===== config.mk =====
export PLATFORM = sky130hd
export DESIGN_NAME = mem_share_ctrl
export DESIGN_NICKNAME = d
export VERILOG_FILES = /design/src/rtl/mem_share_pkg.sv /design/src/rtl/mem_share_pick.sv /design/src/rtl/mem_share_ctrl.sv
export SDC_FILE = /design/constraint.sdc
export NUM_CORES = 1
export LEC_CHECK = 0
export BUFFER_PORTS_ARGS = -buffer_cell sky130_fd_sc_hd__buf_2
export CORE_AREA = 2 2 110 112
export CTS_CLUSTER_SIZE = 12
export DETAILED_ROUTE_END_ITERATION = 10
export DIE_AREA = 0 0 112 114
export PLACE_DENSITY_LB_ADDON = 0.2
export SLEW_MARGIN = 20
export SYNTH_ARGS = -nofsm -noshare
export SYNTH_HDL_FRONTEND = slang
export SYNTH_SLANG_ARGS = --single-unit

===== constraint.sdc =====
create_clock -name clk -period 4.4 [get_ports clk]
set_clock_uncertainty 0.15 [all_clocks]
set_input_delay 0.88 -clock clk [delete_from_list [all_inputs] [get_ports clk]]
set_output_delay 0.88 -clock clk [all_outputs]
set_load 0.005 [all_outputs]

===== src/rtl/mem_share_pkg.sv =====
// Shared types, default widths and the wrap-around first-set-bit search for mem_share_ctrl.
package mem_share_pkg;

    localparam int DEF_NUM_REQ = 4;
    localparam int DEF_ADDR_W  = 8;
    localparam int DEF_DATA_W  = 32;
    localparam int MAX_REQ     = 8;
    localparam int MAX_IDX_W   = 3;

    typedef enum logic [1:0] {
        IDLE  = 2'd0,
        ISSUE = 2'd1,
        RESP  = 2'd2
    } state_t;

    // Index of the first set bit of vec[0..n-1], scanning upward from start with wrap.
    // Returns start when no bit is set; callers qualify the result with |vec.
    function automatic int unsigned first_set_wrap(input logic [MAX_REQ-1:0] vec,
                                                   input int unsigned         start,
                                                   input int unsigned         n);
        int unsigned idx;
        logic        found;
        first_set_wrap = start;
        found          = 1'b0;
        for (int unsigned k = 0; k < MAX_REQ; k++) begin
            idx = start + k;
            if (idx >= n) idx = idx - n;
            if (!found && (k < n) && vec[idx[MAX_IDX_W-1:0]]) begin
                first_set_wrap = idx;
                found          = 1'b1;
            end
        end
    endfunction

endpackage


===== src/rtl/mem_share_pick.sv =====
// Combinational winner select; MEMSHARE_FIXED_PRIO_EN switches to lowest-index-wins with no pointer.
module mem_share_pick
    import mem_share_pkg::*;
#(
    parameter int NUM_REQ = DEF_NUM_REQ,
    localparam int PTR_W  = $clog2(NUM_REQ)
) (
    input  logic [NUM_REQ-1:0] valid,
`ifndef MEMSHARE_FIXED_PRIO_EN
    input  logic [PTR_W-1:0]   ptr,
`endif
    output logic [NUM_REQ-1:0] grant,
    output logic [PTR_W-1:0]   idx,
    output logic               any
);

    int unsigned start;
    int unsigned win;

    always_comb begin
        start = 0;
`ifndef MEMSHARE_FIXED_PRIO_EN
        // Search begins just after the last winner so every requester gets a turn.
        if (32'(ptr) >= 32'(NUM_REQ - 1)) start = 0;
        else                              start = 32'(ptr) + 1;
`endif
        win   = first_set_wrap(MAX_REQ'(valid), start, NUM_REQ);
        any   = |valid;
        idx   = PTR_W'(win);
        grant = any ? (NUM_REQ'(1) << idx) : '0;
    end

endmodule


===== src/rtl/mem_share_ctrl.sv =====
// Round-robin sharing of one single-port synchronous memory; one transaction per 3 cycles.
// Define MEMSHARE_FIXED_PRIO_EN for fixed lowest-index priority instead of round-robin.
module mem_share_ctrl
    import mem_share_pkg::*;
#(
    parameter int NUM_REQ = DEF_NUM_REQ,
    parameter int ADDR_W  = DEF_ADDR_W,
    parameter int DATA_W  = DEF_DATA_W
) (
    input  logic                      clk,
    input  logic                      rst,
    input  logic [NUM_REQ-1:0]        req_valid,
    output logic [NUM_REQ-1:0]        req_ready,
    input  logic [NUM_REQ-1:0]        req_we,
    input  logic [NUM_REQ*ADDR_W-1:0] req_addr,
    input  logic [NUM_REQ*DATA_W-1:0] req_wdata,
    output logic [NUM_REQ-1:0]        rsp_valid,
    output logic [DATA_W-1:0]         rsp_rdata,
    output logic                      mem_en,
    output logic                      mem_we,
    output logic [ADDR_W-1:0]         mem_addr,
    output logic [DATA_W-1:0]         mem_wdata,
    input  logic [DATA_W-1:0]         mem_rdata,
    output logic                      busy
);

    localparam int PTR_W = $clog2(NUM_REQ);

    state_t               state, state_nxt;
    logic [NUM_REQ-1:0]   grant;
    logic [PTR_W-1:0]     win;
    logic                 any;
    logic                 accept;

    logic [PTR_W-1:0]     owner_p1;
    logic                 we_p1;
    logic [ADDR_W-1:0]    addr_p1;
    logic [DATA_W-1:0]    wdata_p1;

`ifndef MEMSHARE_FIXED_PRIO_EN
    logic [PTR_W-1:0]     ptr;
`endif

    mem_share_pick #(
        .NUM_REQ (NUM_REQ)
    ) u_pick (
        .valid (req_valid),
`ifndef MEMSHARE_FIXED_PRIO_EN
        .ptr   (ptr),
`endif
        .grant (grant),
        .idx   (win),
        .any   (any)
    );

    always_ff @(posedge clk) begin
        if (rst) state <= IDLE;
        else     state <= state_nxt;
    end

    always_comb begin
        state_nxt = state;
        accept    = 1'b0;
        req_ready = '0;
        rsp_valid = '0;
        rsp_rdata = '0;
        mem_en    = 1'b0;
        busy      = (state != IDLE);
        case (state)
            IDLE: begin
                if (any) begin
                    accept    = 1'b1;
                    req_ready = grant;
                    state_nxt = ISSUE;
                end
            end
            ISSUE: begin
                mem_en    = 1'b1;
                state_nxt = RESP;
            end
            RESP: begin
                // Read data passes straight through from the memory's registered output.
                rsp_valid = NUM_REQ'(1) << owner_p1;
                if (!we_p1) rsp_rdata = mem_rdata;
                state_nxt = IDLE;
            end
            default: state_nxt = IDLE;
        endcase
    end

    // Accept stage -> issue stage: request captured, drives the memory pins until the next accept.
    always_ff @(posedge clk) begin
        if (rst) begin
            owner_p1 <= '0;
            we_p1    <= 1'b0;
            addr_p1  <= '0;
            wdata_p1 <= '0;
        end else if (accept) begin
            owner_p1 <= win;
            we_p1    <= req_we[win];
            addr_p1  <= req_addr[win*ADDR_W +: ADDR_W];
            wdata_p1 <= req_wdata[win*DATA_W +: DATA_W];
        end
    end

`ifndef MEMSHARE_FIXED_PRIO_EN
    always_ff @(posedge clk) begin
        if (rst)         ptr <= PTR_W'(NUM_REQ - 1);
        else if (accept) ptr <= win;
    end
`endif

    assign mem_we    = we_p1;
    assign mem_addr  = addr_p1;
    assign mem_wdata = wdata_p1;

endmodule


==> flow_metrics.py, run 1 <==
metrics = {
    "layout": {
        "multi_input_area_mm2": 0.00205,
        "nFillCells": 1185,
        "register_area_um2": 941,
        "area_growth_pct": 49.9,
        "nets": 817,
        "drive_above_1_share_pct": 49.4,
    },
    "power": {
        "clkPwrFrac_pct": 15.4,
        "power_density_mw_per_mm2": 606,
        "irDropWorstVdd_v": 0.000694,
        "power.share.switching_pct": 39.9,
        "p_int_mw": 1.76,
        "p_seq_share_pct": 25.7,
        "p_total_mw": 2.92,
        "p_switching_mw": 1.17,
        "power_leakage_nw": 2.72,
        "combPwrFrac_pct": 58.9,
    },
    "logic_synthesis": {
        "synth_top_cell_by_area": "dfxtp_1",
        "synth_cell_types": 39,
        "syn_avg_cell_area_um2": 9.30,
        "synth_edf_count": 0,
        "synthCells": 346,
        "ys_ff_latch": 47,
        "synth_ff_type": "dfxtp_1",
        "syn_nets": 551,
        "async_flop_share_pct": 0,
        "seq_area_frac_synth_pct": 29.2,
        "synth_area_leaders": "dfxtp_1 29%, mux2i_1 27%, o221ai_1 11%, and2_1 6.6%, nand2_1 5.5%",
        "yosys_warnings": 0,
        "synth_top_cell_area_share_pct": 29.2,
        "synth_area_mm2": 0.00322,
    },
    "floorplan": {
        "coreArea_mm2": 0.0117,
        "dieArea_mm2": 0.0128,
        "io_pins": 285,
        "die_y_um": 114,
        "start_util_pct": 27.5,
        "fp.dieW_um": 112,
        "rows": 40,
    },
    "critical_path": {
        "cp_max_fo": 17,
        "r2r_slack_ns": 0.83,
        "r2r_cells": 9,
        "crit_family": "flip-flops",
        "start_kind": "flip-flop",
        "slowest_delay_ns": 0.71,
        "crit_start": "ptr[0]$_SDFFE_PP1P_",
        "crit_type": "reg -> out",
        "worst_r2r_endpoint": "mem_wdata[26]$_SDFFE_PP0P_",
        "cp_common_cell": "nor3_1",
        "cp.arrival_ns": 2.93,
        "worst_ep_required_time_ns": 3.37,
        "cp_slowest_cell": "dfxtp_1",
        "cp_num_buf_inv": 2,
        "reg2reg_from": "ptr[0]$_SDFFE_PP1P_",
        "crit_chain": "inv_2, ha_1, nor3_1, o211ai_1, a2bb2oi_1, nor2_1, mux2_2, nor3_1, buf_2",
        "endpoint_kind": "primary output",
    },
    "worst_hold_path": {
        "hold_path_class": "reg -> reg",
        "hold_depth": 2,
        "min_to": "mem_wdata[31]$_SDFFE_PP0P_",
        "min_from": "mem_wdata[31]$_SDFFE_PP0P_",
    },
    "run": {
        "maxCapViolCount": 0,
    },
    "clocking": {
        "cts_buffer_depth": 2,
        "clk_latency_ns": 0.28,
        "cts_resized": 0,
        "cts_htree_levels": 2,
        "cts_tree": "yes",
        "clk_pin_slew_ns": 0.06,
        "clock_sinks": 47,
        "cts_setup_buffers": 0,
        "ctsHoldBuffers": 0,
        "cts_root_buffer": "clkbuf_16",
        "cts_buffers": 5,
    },
    "sta": {
        "fmax_mhz": 252,
        "finalSetupViolCount": 0,
        "maxSlewViolCount": 0,
        "fin_tns_setup_ns": 0,
        "grt_setup_unrepaired": "false",
        "fin_crit_sh_pct": 90.1,
        "tightest_slew_ns": 0.979,
        "hold_violations": 0,
        "post-route-min-period_ns": 3.96,
        "max_slew_margin_pct": 34.6,
    },
    "drt": {
        "drt_iter0_markers": 186,
        "route.vias.total": 3594,
        "viasPerCell": 4.72,
        "ant_nets": 0,
        "drt_pre_antenna_iters": 4,
        "drt-total-wl_um": 10500,
        "wl_per_cell_um": 13.8,
        "drc": 0,
    },
    "global_route": {
        "grt_pass1_vias": 3278,
        "antenna_found_initial": 1,
        "grtUsageTotal_pct": 15.3,
        "grt_pass1_wl_um": 16100,
        "grt_overflow": 0,
        "grt_max_degree": 82,
    },
    "outcome": {
        "status": "finished, final reports clean",
    },
    "placed_design": {
        "hpwl_um": 8120,
        "placement.io_buffers": 284,
        "place_congestion": 0.787,
    },
}
## sequential cells by signal, indices dropped and copies added, names as in the netlist
signal     cells
ptr            2
mem_wdata     32
owner_p1       2
state          2
mem_we         1
mem_addr       8
## kinds of logic after synthesis
group	Yosys count	synth area share, %
and+or+nand+nor	117	17.7
AOI/OAI and AO/OA	57	15.3
DFF	47	29.2
adders and majority gates	3	1.17
xor gates and xnor gates	1	0.856
buffers and inverters	30	7.27
muxes	91	28.5
## synth_stat cells (2+ instances only)
cell	instances
mux2i_1	87
dfxtp_1	47
nand2_1	47
o221ai_1	42
and2_1	34
nor2_1	17
clkbuf_1	9
nor3_1	6
a21oi_1	5
buf_1	5
buf_12	5
buf_6	3
clkbuf_4	3
ha_1	3
mux2_1	3
nand3_1	3
buf_2	2
nor2b_1	2
nor3b_1	2
o21a_1	2
## cells in the final DEF, fill, tap and decap left out, types with 2 or more instances in the layout
cell,instances
and2_1,34
nor2_1,15
a21oi_1,5
buf_4,2
nor2b_1,2
dfxtp_1,47
mux2i_1,87
mux2_1,3
nand3_1,3
nor3_1,6
buf_2,284
ha_1,3
o221ai_1,42
o21a_1,2
clkbuf_16,5
nand2_1,47
nor3b_1,2
## cell type report
cell class                      count  share of cell area (%)
Multi-Input combinational cell    269                    42.6
Clock inverter                      2                   0.805
Tap cell                          147                    3.82
Antenna cell                        1                  0.0519
Inverter                            2                   0.156
Timing Repair Buffer              287                    30.2
Sequential cell                    47                    19.5
Clock buffer                        6                    2.88
## how the worst max path moves through the flow
| stage | slack [ns] | endpoint | depth (start not counted) |
|---|---|---|---|
| final | 0.44 | req_ready[1] | 9 |
| after global routing | 0.21 | req_ready[0] | 10 |
| after CTS | 0.44 | req_ready[1] | 9 |
| after detailed placement | 0.76 | req_ready[1] | 9 |
| after global placement | 0.81 | req_ready[1] | 8 |
| after floorplan | 0.88 | req_ready[0] | 10 |
## power by group through the flow
stage | Clock (mW) | Sequential, mW | Combinational, mW
global route | 0.484 | 0.775 | 1.88
finish | 0.450 | 0.750 | 1.72
CTS | 0.466 | 0.749 | 1.75
detailed placement | 0 | 0.751 | 1.75
floorplan | 0 | 0.755 | 1.40
global placement | 0 | 0.751 | 1.73
## tightest hold or removal path: cells and delay by family (launching register included)
kind / cells / cell delay (ns)
flops: 1 / 0.32
compound gates: 1 / 0.06
simple gates: 1 / 0.05
## per-layer routing
layer / up-vias / track usage (%) / share of wire (%)
met1: 1626 / 18.1 / 40
met2: 139 / 27.9 / 52
li1: 1823 / - / -
met4: 0 / 3.50 / 0.81
met5: - / 0 / 0
met3: 6 / 3.99 / 7.5
## through the flow
stage	utilization, %	area, um^2	hold WS, ns	worst slack (ns)	cells
finish	41.2	4820	0.306	0.436	761
detailed placement	39.6	4640	0.292	0.760	752
global route	41.1	4820	0.337	0.207	760
CTS	41.1	4820	0.309	0.441	760
global placement	39.6	4640	0.292	0.810	752
floorplan	-	3220	0.306	0.885	346
Power figures use the tool's default switching activity.
==> inputs of run 2 (changes only) <==
--- a/config.mk
+++ b/config.mk
@@ -6,10 +6,11 @@
 export NUM_CORES = 1
 export LEC_CHECK = 0
 export BUFFER_PORTS_ARGS = -buffer_cell sky130_fd_sc_hd__buf_2
-export CORE_AREA = 2 2 110 112
+export CORE_AREA = 2 2 109 111
+export CTS_BUF_LIST = sky130_fd_sc_hd__clkbuf_16
 export CTS_CLUSTER_SIZE = 12
 export DETAILED_ROUTE_END_ITERATION = 10
-export DIE_AREA = 0 0 112 114
+export DIE_AREA = 0 0 111 113
 export PLACE_DENSITY_LB_ADDON = 0.2
 export SLEW_MARGIN = 20
 export SYNTH_ARGS = -nofsm -noshare
==> constraint.sdc (replaced) <==
create_clock -name clk -period 4.6 [get_ports clk]
set_clock_uncertainty 0.15 [all_clocks]
set_input_delay 0.92 -clock clk [delete_from_list [all_inputs] [get_ports clk]]
set_output_delay 0.92 -clock clk [all_outputs]
set_load 0.005 [all_outputs]
==> flow_metrics.py, run 2 (same netlist as run 1, synthesis figures left out) <==
metrics = {
    "outcome": {
        "status": "finished, final reports clean",
    },
    "layout": {
        "final_common_cell": "buf_2",
        "nets": 818,
        "area_growth_pct": 49.1,
        "drive_above_1_share_pct": 49.4,
        "largest_register_ffs": 32,
        "layout_common_cells": "284 x buf_2, 87 x mux2i_1, 47 x nand2_1, 47 x dfxtp_1, 42 x o221ai_1",
    },
    "global_route": {
        "grtUsageTotal_pct": 16.9,
        "grt.met1_usage_pct": 19.1,
        "grt_overflow": 0,
        "grt_max_degree": 47,
        "grt_busiest_layer": "met2",
        "globalRouteMet3Util_pct": 4.34,
        "grt_pass1_vias": 3692,
        "grt_pass1_wl_um": 17600,
        "grtUsageMet2_pct": 31.4,
        "antenna_found_initial": 0,
    },
    "critical_path": {
        "r2r_cells": 9,
        "cp_slowest_cell": "dfxtp_1",
        "crit_family": "flip-flops",
        "crit_cells": 9,
        "endpoint_kind": "primary output",
        "worst_r2r_endpoint": "mem_wdata[22]$_SDFFE_PP0P_",
        "worst_ep_required_time_ns": 3.53,
        "cp_num_buf_inv": 2,
        "r2r_slack_ns": 0.84,
        "cp_max_fo": 17,
        "cp.arrival_ns": 2.94,
        "critPathCapture": "req_ready[0]",
        "reg2reg_from": "ptr[0]$_SDFFE_PP1P_",
        "slowest_delay_ns": 0.70,
        "crit_start": "ptr[0]$_SDFFE_PP1P_",
        "crit_type": "reg -> out",
        "start_kind": "flip-flop",
        "crit_chain": "inv_2, ha_1, mux2i_1, a32o_2, o32ai_4, xor2_4, nand2_1, nor2_1, buf_2",
    },
    "power": {
        "p_switching_mw": 1.11,
        "combPwrFrac_pct": 59.4,
        "power_density_mw_per_mm2": 575,
        "p_seq_share_pct": 25.9,
        "p_int_mw": 1.65,
        "power_leakage_nw": 2.71,
        "irDropWorstVdd_v": 0.000403,
        "clkPwrFrac_pct": 14.7,
        "power.share.switching_pct": 40.1,
    },
    "floorplan": {
        "rows": 39,
        "io_pins": 285,
        "fp.dieW_um": 111,
        "coreArea_mm2": 0.0113,
        "start_util_pct": 28.5,
        "die_y_um": 113,
        "dieArea_mm2": 0.0125,
    },
    "placed_design": {
        "hpwl_um": 8600,
        "place_congestion": 0.780,
        "placement.io_buffers": 284,
    },
    "sta": {
        "finalSetupViolCount": 0,
        "grt_setup_unrepaired": "false",
        "fin_crit_sh_pct": 87.3,
        "maxSlewViolCount": 0,
        "hold_violations": 0,
        "tightest_slew_ns": 0.963,
        "post-route-min-period_ns": 4.01,
        "hold-worst-slack_ns": 0.305,
        "max_slew_margin_pct": 35.6,
        "fmax_mhz": 249,
        "fin_tns_setup_ns": 0,
    },
    "worst_hold_path": {
        "hold_path_class": "reg -> reg",
        "hold_depth": 2,
    },
    "clocking": {
        "cts_buffers": 5,
        "cts_buffer_depth": 2,
        "clk_pin_slew_ns": 0.06,
        "cts_tree": "yes",
        "ctsHoldBuffers": 0,
        "cts_setup_buffers": 0,
        "cts_resized": 0,
        "cts_htree_levels": 2,
        "cts_root_buffer": "clkbuf_16",
        "clock_sinks": 47,
        "clk_latency_ns": 0.28,
    },
    "run": {
        "maxCapViolCount": 0,
    },
    "drt": {
        "ant_nets": 0,
        "drt-total-wl_um": 10900,
        "route.vias.total": 3645,
        "wl_per_cell_um": 14.3,
        "viasPerCell": 4.82,
        "drc": 0,
        "drt_iter0_markers": 183,
        "drt_pre_antenna_iters": 4,
    },
}
[run 2: changes by cell type in the layout (fill, tap and decap cells not counted), sizes merged]
cell	delta
buf	+1
clkbuf	-1
clkinvlp	+1
inv	-1
[run 2: how the worst min path moves through the flow]
stage / startpoint / endpoint / slack (ns)
after floorplan: ptr[1]$_SDFFE_PP1P_ / ptr[1]$_SDFFE_PP1P_ / 0.31
after global routing: mem_addr[1]$_SDFFE_PP0P_ / mem_addr[1]$_SDFFE_PP0P_ / 0.32
final: mem_addr[4]$_SDFFE_PP0P_ / mem_addr[4]$_SDFFE_PP0P_ / 0.30
after detailed placement: mem_addr[2]$_SDFFE_PP0P_ / mem_addr[2]$_SDFFE_PP0P_ / 0.29
after CTS: mem_addr[2]$_SDFFE_PP0P_ / mem_addr[2]$_SDFFE_PP0P_ / 0.31
after global placement: mem_wdata[20]$_SDFFE_PP0P_ / mem_wdata[20]$_SDFFE_PP0P_ / 0.29
[run 2: worst min-delay path, stage by stage, from the launching register on]
cell	delay (ns)
dfxtp_1	0.32
nand2_1	0.05
o221ai_1	0.05
[run 2: area by class of cell]
cell class / instances / area, um^2
diodes: 1 / 2.50
clock buffers: 5 / 125
clock inverters: 2 / 37.5
fillers: 1155 / 6480
inverters: 2 / 7.51
multi-input cells: 269 / 2050
flip-flops and latches: 47 / 941
well taps: 143 / 179
repair buffers: 288 / 1450
[run 2: routing by layer]
layer	wire [um]	vias up
met2	5760	148
met3	763	10
met4	121	0
li1	-	1821
met1	4210	1666
met5	0	-
[run 2: through the flow]
stage | cell area (um^2) | cells | setup slack, ns | power [mW] | util [%]
2_1_floorplan | 3220 | 346 | 1.00 | 2.06 | -
3_3_place_gp | 4630 | 749 | 0.900 | 2.35 | 41.1
3_5_place_dp | 4630 | 749 | 0.865 | 2.37 | 41.1
4_1_cts | 4790 | 756 | 0.572 | 2.80 | 42.5
5_1_grt | 4790 | 756 | 0.310 | 2.97 | 42.5
6_report | 4800 | 757 | 0.586 | 2.76 | 42.5
[run 2: power groups by stage]
stage	sequential, mW	clock (mW)	combinational [mW]
3_3_place_gp	0.715	0	1.64
3_5_place_dp	0.716	0	1.66
6_report	0.715	0.405	1.64
4_1_cts	0.715	0.421	1.66
5_1_grt	0.739	0.436	1.80
2_1_floorplan	0.722	0	1.34
